$ cat config.mk
export PLATFORM = sky130hd
export DESIGN_NAME = uart_rx_buffered
export DESIGN_NICKNAME = d
export VERILOG_FILES = /design/src/rtl/uart_pkg.sv /design/src/rtl/uart_rx_fifo.sv /design/src/rtl/uart_rx_buffered.sv
export SDC_FILE = /design/constraint.sdc
export NUM_CORES = 1
export LEC_CHECK = 0
export CAP_MARGIN = 20
export CORE_ASPECT_RATIO = 0.9
export CORE_MARGIN = 3
export CORE_UTILIZATION = 55
export CTS_CLUSTER_SIZE = 28
export DETAILED_ROUTE_END_ITERATION = 7
export PLACE_DENSITY = 0.72
export RECOVER_POWER = 25
export SLEW_MARGIN = 20
export SYNTH_ARGS = -nofsm -noshare
export SYNTH_HDL_FRONTEND = slang
export SYNTH_SLANG_ARGS = --single-unit
$ cat constraint.sdc
create_clock -name i_Clock -period 8.2 [get_ports i_Clock]
set_input_delay 1.64 -clock i_Clock [delete_from_list [all_inputs] [get_ports i_Clock]]
set_output_delay 1.64 -clock i_Clock [all_outputs]
set_load 0.01 [all_outputs]
$ cat src/rtl/uart_pkg.sv
// ============================================================================
// uart_pkg : parity modes, receiver state encodings and a vote helper
// Rev 1.0
// ============================================================================
`default_nettype none

package uart_pkg;

  localparam int PARITY_NONE = 0;
  localparam int PARITY_ODD  = 1;
  localparam int PARITY_EVEN = 2;

  typedef enum logic [2:0] {
    S_IDLE       = 3'd0,
    S_START      = 3'd1,
    S_DATA       = 3'd2,
    S_PARITY     = 3'd3,
    S_STOP       = 3'd4,
    S_BREAK_WAIT = 3'd5
  } uart_rx_state_e;

  function automatic logic majority3(input logic a, input logic b, input logic c);
    return (a & b) | (a & c) | (b & c);
  endfunction

endpackage

`default_nettype wire

$ cat src/rtl/uart_rx_fifo.sv
// ============================================================================
// uart_rx_fifo : receive FIFO with head presented straight from storage
// Rev 1.0
// ============================================================================
`default_nettype none

module uart_rx_fifo #(
  parameter int WIDTH = 10,
  parameter int DEPTH = 16
) (
  input  logic                       clk_i,
  input  logic                       rst_ni,
  input  logic                       wr_en_i,
  input  logic [WIDTH-1:0]           wr_data_i,
  input  logic                       rd_en_i,
  output logic [WIDTH-1:0]           rd_data_o,
  output logic [$clog2(DEPTH+1)-1:0] count_o,
  output logic                       full_o,
  output logic                       empty_o
);

  localparam int AW   = $clog2(DEPTH);
  localparam int CNTW = $clog2(DEPTH+1);

  logic [WIDTH-1:0] mem_q [DEPTH];
  logic [AW-1:0]    wr_ptr_q, rd_ptr_q;
  logic [CNTW-1:0]  count_q, count_d;
  logic             w_rd_ok, w_wr_ok;

  assign empty_o   = (count_q == '0);
  assign full_o    = (count_q == CNTW'(DEPTH));
  assign w_rd_ok   = rd_en_i & ~empty_o;
  // A write into a full FIFO only lands when the head leaves in the same cycle
  assign w_wr_ok   = wr_en_i & (~full_o | w_rd_ok);
  assign rd_data_o = mem_q[rd_ptr_q];
  assign count_o   = count_q;

  always_comb begin
    count_d = count_q;
    case ({w_wr_ok, w_rd_ok})
      2'b10:   count_d = count_q + 1'b1;
      2'b01:   count_d = count_q - 1'b1;
      default: count_d = count_q;
    endcase
  end

  always_ff @(posedge clk_i or negedge rst_ni) begin
    if (!rst_ni) begin
      wr_ptr_q <= '0;
      rd_ptr_q <= '0;
      count_q  <= '0;
    end else begin
      count_q <= count_d;
      if (w_wr_ok) wr_ptr_q <= wr_ptr_q + 1'b1;
      if (w_rd_ok) rd_ptr_q <= rd_ptr_q + 1'b1;
    end
  end

  always_ff @(posedge clk_i) begin
    if (w_wr_ok) mem_q[wr_ptr_q] <= wr_data_i;
  end

endmodule

`default_nettype wire

$ cat src/rtl/uart_rx_buffered.sv
// ============================================================================
// uart_rx_buffered : oversampling UART receiver feeding a receive FIFO
// Rev 1.0
// ============================================================================
`default_nettype none

module uart_rx_buffered
  import uart_pkg::*;
#(
  parameter int CLKS_PER_BIT = 434,
  parameter int DATA_BITS    = 8,
  parameter int PARITY       = 0,
  parameter int STOP_BITS    = 1,
  parameter int FIFO_DEPTH   = 16
) (
  input  logic                            i_Clock,
  input  logic                            i_Rst_n,
  input  logic                            i_Rx_Serial,
  input  logic                            i_Rx_Next,
  input  logic                            i_Err_Clr,
  output logic                            o_Rx_DV,
  output logic [DATA_BITS-1:0]            o_Rx_Byte,
  output logic                            o_Parity_Err,
  output logic                            o_Frame_Err,
  output logic                            o_Overrun,
  output logic [$clog2(FIFO_DEPTH+1)-1:0] o_Fifo_Count
);

  localparam int CW   = $clog2(CLKS_PER_BIT);
  localparam int CNTW = $clog2(FIFO_DEPTH+1);
  localparam int FW   = DATA_BITS + 2;

  localparam logic [CW-1:0] C_HALF  = CW'((CLKS_PER_BIT-1)/2);
  localparam logic [CW-1:0] C_V0    = CW'(CLKS_PER_BIT-3);
  localparam logic [CW-1:0] C_V1    = CW'(CLKS_PER_BIT-2);
  localparam logic [CW-1:0] C_LAST  = CW'(CLKS_PER_BIT-1);
  localparam logic [2:0]    C_LBIT  = 3'(DATA_BITS-1);
  localparam logic          C_LSTOP = 1'(STOP_BITS-1);

  logic                 sync1_q, sync2_q;
  uart_rx_state_e       state_q, state_d;
  logic [CW-1:0]        cnt_q, cnt_d;
  logic [2:0]           bit_q, bit_d;
  logic                 stop_q, stop_d;
  logic [1:0]           vote_q, vote_d;
  logic [DATA_BITS-1:0] data_q, data_d;
  logic                 perr_q, perr_d;
  logic                 ferr_q, ferr_d;
  logic                 overrun_q, overrun_d;

  logic                 w_rx, w_bit, w_ferr_now, w_xor;
  logic                 w_fifo_wr, w_pop, w_full, w_empty, w_ovr;
  logic [FW-1:0]        w_fifo_din, w_fifo_head;
  logic [CNTW-1:0]      w_count;

  assign w_rx       = sync2_q;
  assign w_bit      = majority3(vote_q[1], vote_q[0], w_rx);
  assign w_ferr_now = ferr_q | ~w_bit;
  assign w_xor      = (^data_q) ^ w_bit;
  assign w_fifo_din = {w_ferr_now, perr_q, data_q};

  always_comb begin
    state_d   = state_q;
    cnt_d     = cnt_q;
    bit_d     = bit_q;
    stop_d    = stop_q;
    vote_d    = vote_q;
    data_d    = data_q;
    perr_d    = perr_q;
    ferr_d    = ferr_q;
    w_fifo_wr = 1'b0;
    case (state_q)
      S_IDLE: begin
        if (!w_rx) begin
          state_d = S_START;
          cnt_d   = '0;
        end
      end
      S_START: begin
        if (cnt_q == C_HALF) begin
          cnt_d = '0;
          if (!w_rx) begin
            state_d = S_DATA;
            bit_d   = '0;
            perr_d  = 1'b0;
            ferr_d  = 1'b0;
          end else begin
            state_d = S_IDLE;
          end
        end else begin
          cnt_d = cnt_q + 1'b1;
        end
      end
      S_DATA, S_PARITY, S_STOP: begin
        if (cnt_q == C_V0) vote_d[0] = w_rx;
        if (cnt_q == C_V1) vote_d[1] = w_rx;
        if (cnt_q != C_LAST) begin
          cnt_d = cnt_q + 1'b1;
        end else begin
          cnt_d = '0;
          if (state_q == S_DATA) begin
            // LSB arrives first, so shifting right leaves it at bit 0
            data_d = {w_bit, data_q[DATA_BITS-1:1]};
            stop_d = 1'b0;
            if (bit_q == C_LBIT) begin
              state_d = (PARITY == PARITY_NONE) ? S_STOP : S_PARITY;
            end else begin
              bit_d = bit_q + 3'd1;
            end
          end else if (state_q == S_PARITY) begin
            perr_d  = (PARITY == PARITY_ODD) ? ~w_xor : w_xor;
            state_d = S_STOP;
          end else begin
            ferr_d = w_ferr_now;
            if (stop_q == C_LSTOP) begin
              w_fifo_wr = 1'b1;
              state_d   = w_ferr_now ? S_BREAK_WAIT : S_IDLE;
            end else begin
              stop_d = 1'b1;
            end
          end
        end
      end
      S_BREAK_WAIT: begin
        if (w_rx) state_d = S_IDLE;
      end
      default: state_d = S_IDLE;
    endcase
  end

  always_ff @(posedge i_Clock or negedge i_Rst_n) begin
    if (!i_Rst_n) begin
      sync1_q   <= 1'b1;
      sync2_q   <= 1'b1;
      state_q   <= S_IDLE;
      cnt_q     <= '0;
      bit_q     <= '0;
      stop_q    <= 1'b0;
      vote_q    <= '0;
      data_q    <= '0;
      perr_q    <= 1'b0;
      ferr_q    <= 1'b0;
      overrun_q <= 1'b0;
    end else begin
      sync1_q   <= i_Rx_Serial;
      sync2_q   <= sync1_q;
      state_q   <= state_d;
      cnt_q     <= cnt_d;
      bit_q     <= bit_d;
      stop_q    <= stop_d;
      vote_q    <= vote_d;
      data_q    <= data_d;
      perr_q    <= perr_d;
      ferr_q    <= ferr_d;
      overrun_q <= overrun_d;
    end
  end

  assign w_pop     = i_Rx_Next & ~w_empty;
  assign w_ovr     = w_fifo_wr & w_full & ~w_pop;
  assign overrun_d = (overrun_q & ~i_Err_Clr) | w_ovr;

  uart_rx_fifo #(
    .WIDTH (FW),
    .DEPTH (FIFO_DEPTH)
  ) u_fifo (
    .clk_i     (i_Clock),
    .rst_ni    (i_Rst_n),
    .wr_en_i   (w_fifo_wr),
    .wr_data_i (w_fifo_din),
    .rd_en_i   (i_Rx_Next),
    .rd_data_o (w_fifo_head),
    .count_o   (w_count),
    .full_o    (w_full),
    .empty_o   (w_empty)
  );

  // Head fields are forced to zero when empty so reset shows all-zero outputs
  assign o_Rx_DV      = ~w_empty;
  assign o_Rx_Byte    = w_empty ? '0 : w_fifo_head[DATA_BITS-1:0];
  assign o_Parity_Err = ~w_empty & w_fifo_head[DATA_BITS];
  assign o_Frame_Err  = ~w_empty & w_fifo_head[DATA_BITS+1];
  assign o_Overrun    = overrun_q;
  assign o_Fifo_Count = w_count;

endmodule

`default_nettype wire

==> results of run 1 <==
registers in the layout, indices dropped and copies added (netlist names):
register         count
u_fifo.rd_ptr_q      4
data_q               8
bit_q                3
vote_q               2
o_Overrun            1
cnt_q                9
ferr_q               1
u_fifo.wr_ptr_q      4
sync2_q              1
perr_q               1
sync1_q              1
state_q              3
u_fifo.count_o       5
u_fifo.mem_q       160
cell families (layout without fill, tap and decap cells):
logic type / count (synthesis) / count (layout)
compound gates: 40 / 40
fa+ha+maj: 15 / 15
buf+inv: 37 / 77
xor+xnor: 22 / 22
mux: 68 / 68
simple gates: 95 / 95
flops: 203 / 203
worst max-delay path: cells and delay by family, from the launching register on:
family | cells | cell delay (ps)
muxes | 2 | 1130
and+or+nand+nor | 1 | 150
DFF | 1 | 340
buffers and inverters | 2 | 1140
synth_stat cells, types with 4 or more instances:
| library cell | instances |
|---|---|
| a21oi_1 | 9 |
| ha_1 | 14 |
| edfxtp_1 | 160 |
| nor2b_1 | 15 |
| nor2_1 | 21 |
| xnor2_1 | 16 |
| mux4_2 | 50 |
| dfrtp_1 | 41 |
| nand2b_1 | 4 |
| xor2_1 | 6 |
| mux2_2 | 14 |
| nand3_1 | 6 |
| nand2_1 | 15 |
| o21ai_0 | 7 |
| clkbuf_1 | 14 |
| nor3_1 | 8 |
| inv_1 | 12 |
| buf_2 | 5 |
through the flow:
stage / util [%] / total power [mW]
floorplan: - / 1.45
global placement: 59.8 / 1.54
detailed placement: 59.8 / 1.55
CTS: 64.2 / 2.44
global route: 64.4 / 2.51
finish: 64.4 / 2.41
layout make-up:
cell class                      instances  area (um^2)  area share [%]
Inverter                               12         45.0           0.467
Timing Repair Buffer                   28          262            2.71
Clock inverter                          6         53.8           0.558
Clock buffer                           31          603            6.26
Multi-Input combinational cell        240         2540            26.4
Tap cell                              198          248            2.57
Sequential cell                       203         5890            61.1
metal layers:
metal / vias to the layer above / wire length, um / GRT usage (%)
met2: 123 / 7470 / 28.2
met5: - / 0 / 0
li1: 1923 / - / -
met1: 2237 / 6840 / 28.6
met4: 0 / 297 / 4.40
met3: 23 / 717 / 3.47
worst max-delay path by stage:
stage	startpoint	endpoint	slack, ps	cells past startpoint
6_report	u_fifo.rd_ptr_q[0]	o_Rx_Byte[0]	3280	5
4_1_cts	u_fifo.rd_ptr_q[0]	o_Rx_Byte[0]	3180	5
3_5_place_dp	i_Rx_Next	u_fifo.count_o[4]	3640	12
3_3_place_gp	u_fifo.rd_ptr_q[0]	o_Rx_Byte[2]	3740	5
5_1_grt	u_fifo.rd_ptr_q[0]	o_Rx_Byte[0]	3060	5
2_1_floorplan	i_Rx_Next	u_fifo.count_o[4]	4270	12
power by group:
part,internal (mW),switching [mW],leakage [nW]
Sequential,1.12,0.101,2.32
Clock,0.539,0.357,0.326
Combinational,0.171,0.123,0.987
Total,1.83,0.581,3.63
==> impl_metrics.ini, run 1 <==
[worst_setup_path]
cell_repeated_most_along_the_worst_path = mux4_2
timing.critical_path.slowest_stage_cell = buf_4
crit_arrival_ps = 3280
r2r-end = u_fifo.count_o[4]
crit_path_cell_trace = buf_4 -> mux4_2 -> mux4_2 -> nor2b_1 -> clkdlybuf4s50_1
cp-start-kind = register
timing.setup.critical_path_class = register to output port
critPathMaxFanout = 43
rr_startpoint = u_fifo.count_o[1]
cp_data_required_time_ps = 6560
critical_path.endpoint_type = output port
r2r.worst_path.cells = 11
peak_per_stage_delay_on_the_critical_path_ps = 640
reg2reg_setup_slack_ps = 4600

[synthesis]
synthDistinctLibCells = 60
proportion_of_synthesized_chip_area_in_sequential_cells_pct = 68.6
yosys-mux-area-fraction_pct = 15.5
synth_area_leaders = edfxtp_1 56%, mux4_2 13%, dfrtp_1 12%, ha_1 2.0%, mux2_2 1.8%
post_synthesis_cell_count = 480
synth-edff-count = 160
compound_gate_fraction_of_synth_area_pct = 3.22
yosysTopAreaCell = edfxtp_1
synth.yosys.warnings = 0
synth.net_count = 499
synth_top_flop_cell = edfxtp_1
post_synth_and_or_nand_nor_area_fraction_pct = 6.39
mean_post_synth_cell_area_um2 = 17.9
synth_top_cell_area_share_pct = 56.0
synthArstFlopShare_pct = 21.2
post_synth_xor_xnor_area_pct = 2.25
largest_family_of_logic_cells_by_synthesized_area = multiplexers
yosys.area_share.adder_pct = 2.16
synthesis.area_um2 = 8580
number_of_synthesized_register_bits = 203

[placement]
routabilityCongestion = 0.774
dp.cells = 680
placed_cell_area_um2 = 8960
placement.setup.worst_slack_ps = 3640
post-dp-hpwl_um = 9780
buffer_ports.inserted = 21

[clock_network]
cts_buf_count = 21
cts_hold_buf = 0
clockRootBuffer = clkbuf_16
cts_buffer_depth = 3
post-cts-setup-buffers = 0
clk_latency_ps = 480
htree_depth = 1
cts_resized = 0
cts.sink_count = 203
cts_tree = done
clk_pin_slew_worst_paths_ps = 60

[floorplanning]
die_h_um = 124
io_pins = 22
floorplan.initialDensity_pct = 57.3
dieArea_um2 = 17100
placeableCoreArea_um2 = 15000
placement_rows = 42
die_w_um = 138

[timing]
max_slew_margin_pct = 27.5
setup_ws_ps = 3280
timing.final.crit_period_ps = 4920
worst_hold_slack_ps = 357
final_max_slew_viol_count = 0
fin_setup_tns_ps = 0
rsz0062_at_grt = no
finalSetupViolCount = 0
worst-slew-pin-transition_ps = 1080
report.final.hold_viol_count = 0
finalCritPeriodShare_pct = 60.0
worst_clock_skew_ps = 10.8
maxClockFrequency_ghz = 0.203

[drt]
detailroute.via_count = 4306
drtPass1Iterations = 6
per_cell_routed_wire_length_um = 21.3
drt_iter0_markers = 387
wl_um = 15300
final_antenna_net_count = 0
routed_via_density = 6.00
route.detailed.drc = 0

[layout]
insertedDiodeCount = 0
nets = 525
layout.cells.most_common_list = 160 x edfxtp_1, 50 x mux4_2, 39 x dfrtp_1
total_non_filler_cell_area_in_the_finished_layout_um2 = 9640
area_growth_syn_to_layout_pct = 12.4
layoutNonFillerInstCount = 718
ratio_of_cells_with_drive_above_1_in_the_final_layout_pct = 23.8
layout_commonest_cell = edfxtp_1
fillCellCount = 996

[power]
power-per-cell-area_nw_per_um2 = 250
p_leak_nw = 3.63
ir_worst_vdd_v = 0.000254

[global_route]
grt_pass1_wl_um = 24500
grt_antenna_before_repair = 0
grt_overflow_total = 0
grt_pass1_vias = 4296
global_route.usage.total_pct = 18.6
grt_start_max_net_pins = 44

[min_path]
worstHoldStart = sync1_q
whs_endpoint = sync2_q
hold-path-cell-count = 0
holdCritPathClass = register to register

[run]
cap_violations = 0

[status]
outcome = finished, final reports clean
(Power assumes the default switching activity.)
==> run 2: changes to the inputs <==
==> constraint.sdc (replaced) <==
create_clock -name i_Clock -period 5.05 [get_ports i_Clock]
set_input_delay 1.01 -clock i_Clock [delete_from_list [all_inputs] [get_ports i_Clock]]
set_output_delay 1.01 -clock i_Clock [all_outputs]
set_load 0.01 [all_outputs]
==> impl_metrics.ini, run 2 (synthesis results as in run 1) <==
[status]
outcome = finished, final reports clean

[clock_network]
cts_tree = done
cts_hold_buf = 0
clockRootBuffer = clkbuf_16
cts_buffer_depth = 3
cts.sink_count = 203
post-cts-setup-buffers = 0
htree_depth = 1
cts_resized = 0
clk_pin_slew_worst_paths_ps = 60
cts_buf_count = 21
clk_latency_ps = 490

[timing]
fin_setup_tns_ps = 0
worst_hold_slack_ps = 359
setup_ws_ps = 905
finalSetupViolCount = 0
report.final.hold_viol_count = 0
worst-slew-pin-transition_ps = 999
maxClockFrequency_ghz = 0.241
worst_clock_skew_ps = 14.5
final_max_slew_viol_count = 0
finalCritPeriodShare_pct = 82.1
rsz0062_at_grt = no
timing.final.crit_period_ps = 4150
max_slew_margin_pct = 33.1

[worst_setup_path]
rr_startpoint = state_q[2]
critical_path.endpoint_type = output port
peak_per_stage_delay_on_the_critical_path_ps = 700
crit_path_cell_trace = buf_4 -> mux4_2 -> mux4_2 -> nor2b_1 -> clkdlybuf4s50_1
r2r-end = u_fifo.count_o[4]
cp-start-kind = register
cp_data_required_time_ps = 4040
critPathMaxFanout = 23
crit_arrival_ps = 3140
timing.setup.critical_path_class = register to output port
worstPathBufferInverterCount = 2
worst_setup_path_startpoint = u_fifo.rd_ptr_q[1]
cell_repeated_most_along_the_worst_path = mux4_2
reg2reg_setup_slack_ps = 1620
path_delay_family = multiplexers
r2r.worst_path.cells = 11
timing.critical_path.slowest_stage_cell = dfrtp_2

[global_route]
grt_pass1_vias = 4362
grt_antenna_before_repair = 0
global_route.usage.total_pct = 19.3
grt_overflow_total = 0
grt_pass1_wl_um = 25300
grt_start_max_net_pins = 44

[power]
part_of_the_total_power_dissipated_in_sequential_elements_pct = 49.1
clock_power_share_pct = 37.7
power-per-cell-area_nw_per_um2 = 411
power_mw = 3.97
p_sw_share_pct = 24.3
p_leak_nw = 3.67
ir_worst_vdd_v = 0.000289
power.switching_mw = 0.964
p_int_mw = 3.01
pwr-share-comb_pct = 13.2

[layout]
largest_register_ffs = 160
ratio_of_cells_with_drive_above_1_in_the_final_layout_pct = 23.6
regMostFlops = u_fifo.mem_q
area_growth_syn_to_layout_pct = 12.8
insertedDiodeCount = 0
layout.cells.most_common_list = 160 x edfxtp_1, 50 x mux4_2, 39 x dfrtp_1
layout_commonest_cell = edfxtp_1
fillCellCount = 1040
reg.largest.list = u_fifo.mem_q x160, cnt_q x9, data_q x8
layoutNonFillerInstCount = 724
nets = 530

[floorplanning]
die_h_um = 124
placement_rows = 42
io_pins = 22
placeableCoreArea_um2 = 15000
dieArea_um2 = 17100
die_w_um = 138
floorplan.initialDensity_pct = 57.3

[placement]
post-dp-hpwl_um = 9950
routabilityCongestion = 0.775
placement.setup.worst_slack_ps = 1090
buffer_ports.inserted = 21
dp.cells = 686

[drt]
routed_via_density = 5.95
wl_um = 15700
drtPass1Iterations = 5
drt_iter0_markers = 456
detailroute.via_count = 4311
final_antenna_net_count = 0
per_cell_routed_wire_length_um = 21.7
route.detailed.drc = 0

[run]
cap_violations = 0

[min_path]
hold-path-cell-count = 0
holdCritPathClass = register to register
whs_endpoint = sync2_q
worstHoldStart = sync1_q
run 2: cell types whose count changed in the layout (fill, tap and decap cells not counted):
cell | before | now
clkdlybuf4s50_1 | 20 | 19
clkbuf_8 | 4 | 2
nor2b_1 | 14 | 15
nor2_2 | 4 | 0
nor2b_2 | 1 | 0
clkbuf_1 | 6 | 7
inv_6 | 0 | 1
nor2_1 | 17 | 21
buf_4 | 6 | 12
dlygate4sd3_1 | 0 | 1
bufinv_16 | 1 | 2
buf_6 | 1 | 0
run 2: how the worst max path moves through the flow:
stage                                    to  slack [ps]  cells past startpoint
after floorplan           u_fifo.count_o[4]        1750                     12
after global placement    u_fifo.count_o[4]        1230                     12
after detailed placement  u_fifo.count_o[4]        1090                     12
after CTS                      o_Rx_Byte[1]         840                      5
after global routing           o_Rx_Byte[1]         770                      5
final                          o_Rx_Byte[6]         900                      5
run 2: power by group through the flow:
stage	clock, mW	sequential [mW]	combinational (mW)
final	1.50	1.95	0.526
after floorplan	0	1.90	0.467
after detailed placement	0	1.98	0.534
after CTS	1.53	1.95	0.537
after global routing	1.60	1.96	0.576
after global placement	0	1.98	0.527
run 2: per-stage QoR:
stage | util, % | instance area, um^2
after global routing | 64.6 | 9680
after detailed placement | 60.1 | 9000
after CTS | 64.6 | 9680
final | 64.6 | 9680
after global placement | 60.1 | 9000
after floorplan | - | 8580
run 2: layer usage:
metal	up-vias	share of wire, %	track usage [%]
met2	102	49	30.5
li1	1938	-	-
met4	0	2.3	4.93
met1	2244	44	28.3
met3	27	4.8	3.39
met5	-	0	0
run 2: final cells by class:
class	instances	area (um^2)	share of cell area, %
Sequential cell	203	5890	60.8
Multi-Input combinational cell	240	2530	26.2
Clock buffer	30	579	5.99
Timing Repair Buffer	33	295	3.05
Tap cell	198	248	2.56
Clock inverter	8	92.6	0.957
Inverter	12	45.0	0.465
run 2: worst register-to-register path, cell delays in order, from the launching register on:
cell and delay, ps:
dfrtp_1 510, or3b_1 540, nor3b_2 500, inv_1 140, ha_1 350, xor2_1 190
ha_1 230, o21a_1 180, o22a_1 190, a21oi_1 160, mux2i_1 230, xnor2_1 130
==> run 3: changes to the inputs <==
--- a/config.mk
+++ b/config.mk
@@ -11,7 +11,7 @@
 export CORE_UTILIZATION = 55
 export CTS_CLUSTER_SIZE = 28
 export DETAILED_ROUTE_END_ITERATION = 7
-export PLACE_DENSITY = 0.72
+export PLACE_DENSITY = 0.75
 export RECOVER_POWER = 25
 export SLEW_MARGIN = 20
 export SYNTH_ARGS = -nofsm -noshare
==> constraint.sdc (replaced) <==
create_clock -name i_Clock -period 3.6 [get_ports i_Clock]
set_input_delay 0.72 -clock i_Clock [delete_from_list [all_inputs] [get_ports i_Clock]]
set_output_delay 0.72 -clock i_Clock [all_outputs]
set_load 0.01 [all_outputs]
==> impl_metrics.ini, run 3 (synthesis results as in run 1) <==
[layout]
fillCellCount = 1002
layout.cells.most_common_list = 160 x edfxtp_1, 50 x mux4_2, 40 x dfrtp_1
register_area_um2 = 5880
nets = 548
insertedDiodeCount = 0
largest_register_ffs = 160
ratio_of_cells_with_drive_above_1_in_the_final_layout_pct = 25.3
area_growth_syn_to_layout_pct = 15.0
layout_commonest_cell = edfxtp_1
total_non_filler_cell_area_in_the_finished_layout_um2 = 9870
reg.largest.list = u_fifo.mem_q x160, cnt_q x9, data_q x8
regMostFlops = u_fifo.mem_q
multiInputGateArea_um2 = 2530

[worst_setup_path]
critical_path.endpoint_type = output port
timing.setup.critical_path_class = register to output port
cp-start-kind = register
critPathMaxFanout = 11
peak_per_stage_delay_on_the_critical_path_ps = 520
cp_data_required_time_ps = 2880
timing.critical_path.slowest_stage_cell = mux4_2
crit_path_cell_trace = buf_12 -> buf_12 -> buf_16 -> mux4_2 -> mux4_2 -> nor2b_1 -> dlygate4sd2_1
crit_arrival_ps = 2670

[clock_network]
htree_depth = 1
cts_buffer_depth = 3
cts_buf_count = 20
clockRootBuffer = clkbuf_16
clk_latency_ps = 480
clk_pin_slew_worst_paths_ps = 60
cts_tree = done
cts.sink_count = 203

[floorplanning]
die_h_um = 124
placement_rows = 42
placeableCoreArea_um2 = 15000
dieArea_um2 = 17100
floorplan.initialDensity_pct = 57.3
io_pins = 22
die_w_um = 138

[timing]
max_slew_margin_pct = -53.3
timing.final.crit_period_ps = 3390
maxClockFrequency_ghz = 0.295
report.final.hold_viol_count = 0
rsz0062_at_grt = no
worst-slew-pin-transition_ps = 2300
worst_hold_slack_ps = 356
finalCritPeriodShare_pct = 94.2
fin_setup_tns_ps = 0
final_max_slew_viol_count = 44
finalSetupViolCount = 0
worst_clock_skew_ps = 6.71

[placement]
placed_cell_area_um2 = 9120
routabilityCongestion = 0.808
buffer_ports.inserted = 21
post-dp-hpwl_um = 10600

[status]
failing_checks = capacitance limit, slew limit
outcome = complete, but fails checks

[drt]
route.detailed.drc = 0
drt_iter0_markers = 435
drtPass1Iterations = 5
routed_via_density = 6.06
wl_um = 16900
per_cell_routed_wire_length_um = 22.9
final_antenna_net_count = 0
detailroute.via_count = 4475

[run]
cap_violations = 1

[global_route]
grt_pass1_vias = 4594
global_route.usage.total_pct = 20.8
grt_overflow_total = 0
grt_pass1_wl_um = 26900
grt_start_max_net_pins = 44
grt_antenna_before_repair = 0

[min_path]
holdCritPathClass = register to register

[power]
p_leak_nw = 3.90
power-per-cell-area_nw_per_um2 = 574
ir_worst_vdd_v = 0.000390
## run 3: layout make-up
class | instances | area share [%]
clock buffers | 26 | 5.51
clock inverters | 8 | 0.621
inverters | 12 | 0.456
multi-input cells | 240 | 25.6
flip-flops and latches | 203 | 59.6
well taps | 198 | 2.51
repair buffers | 52 | 5.63
## run 3: stage by stage
stage | util [%] | cells | setup slack (ps) | power, mW
4_1_cts | 65.8 | 739 | 2.16 | 5.72
6_report | 65.9 | 739 | 210 | 5.66
5_1_grt | 65.9 | 739 | 123 | 5.89
2_1_floorplan | - | 480 | 475 | 3.31
3_5_place_dp | 60.9 | 700 | 413 | 3.57
3_3_place_gp | 60.9 | 700 | 460 | 3.55
## run 3: path summary, 6_finish.rpt
check / startpoint / to / slack (ps) / cells after the start
setup reg to reg: u_fifo.count_o[1] / u_fifo.count_o[4] / 570 / 12
hold reg to reg: sync1_q / sync2_q / 360 / 0
max in group asynchronous: i_Rst_n / u_fifo.rd_ptr_q[0] / 1210 / 1
setup / recovery: u_fifo.rd_ptr_q[0] / o_Rx_Byte[3] / 210 / 7
min in group asynchronous: i_Rst_n / u_fifo.count_o[0] / 910 / 1
hold / removal: sync1_q / sync2_q / 360 / 0
## run 3: repair_timing
action / in CTS / in global routing
hold buffers: 0 / 0
pin swaps: 0 / 0
gates cloned: 3 / 0
buffers inserted: 2 / 0
setup endpoints to repair: 10 / 7
gates resized for setup: 7 / 7
## run 3: critical path: cells and delay by family (launching register included)
family,cells,cell delay [ps]
muxes,2,970
DFF,1,380
buffers and inverters,4,690
and+or+nand+nor,1,150
## run 3: report_power, final
group,internal [mW],switching (mW)
Combinational,0.565,0.449
Sequential,2.56,0.139
Clock,1.13,0.818
## run 3: per-layer routing
| metal | global-route usage [%] | part of all wire [%] | wire length (um) | up-vias |
|---|---|---|---|---|
| met2 | 32.2 | 49 | 8320 | 170 |
| met5 | 0 | 0 | 0 | - |
| met3 | 4.16 | 7.3 | 1230 | 28 |
| li1 | - | - | - | 1973 |
| met4 | 5.63 | 2.0 | 335 | 0 |
| met1 | 30.4 | 42 | 7020 | 2304 |
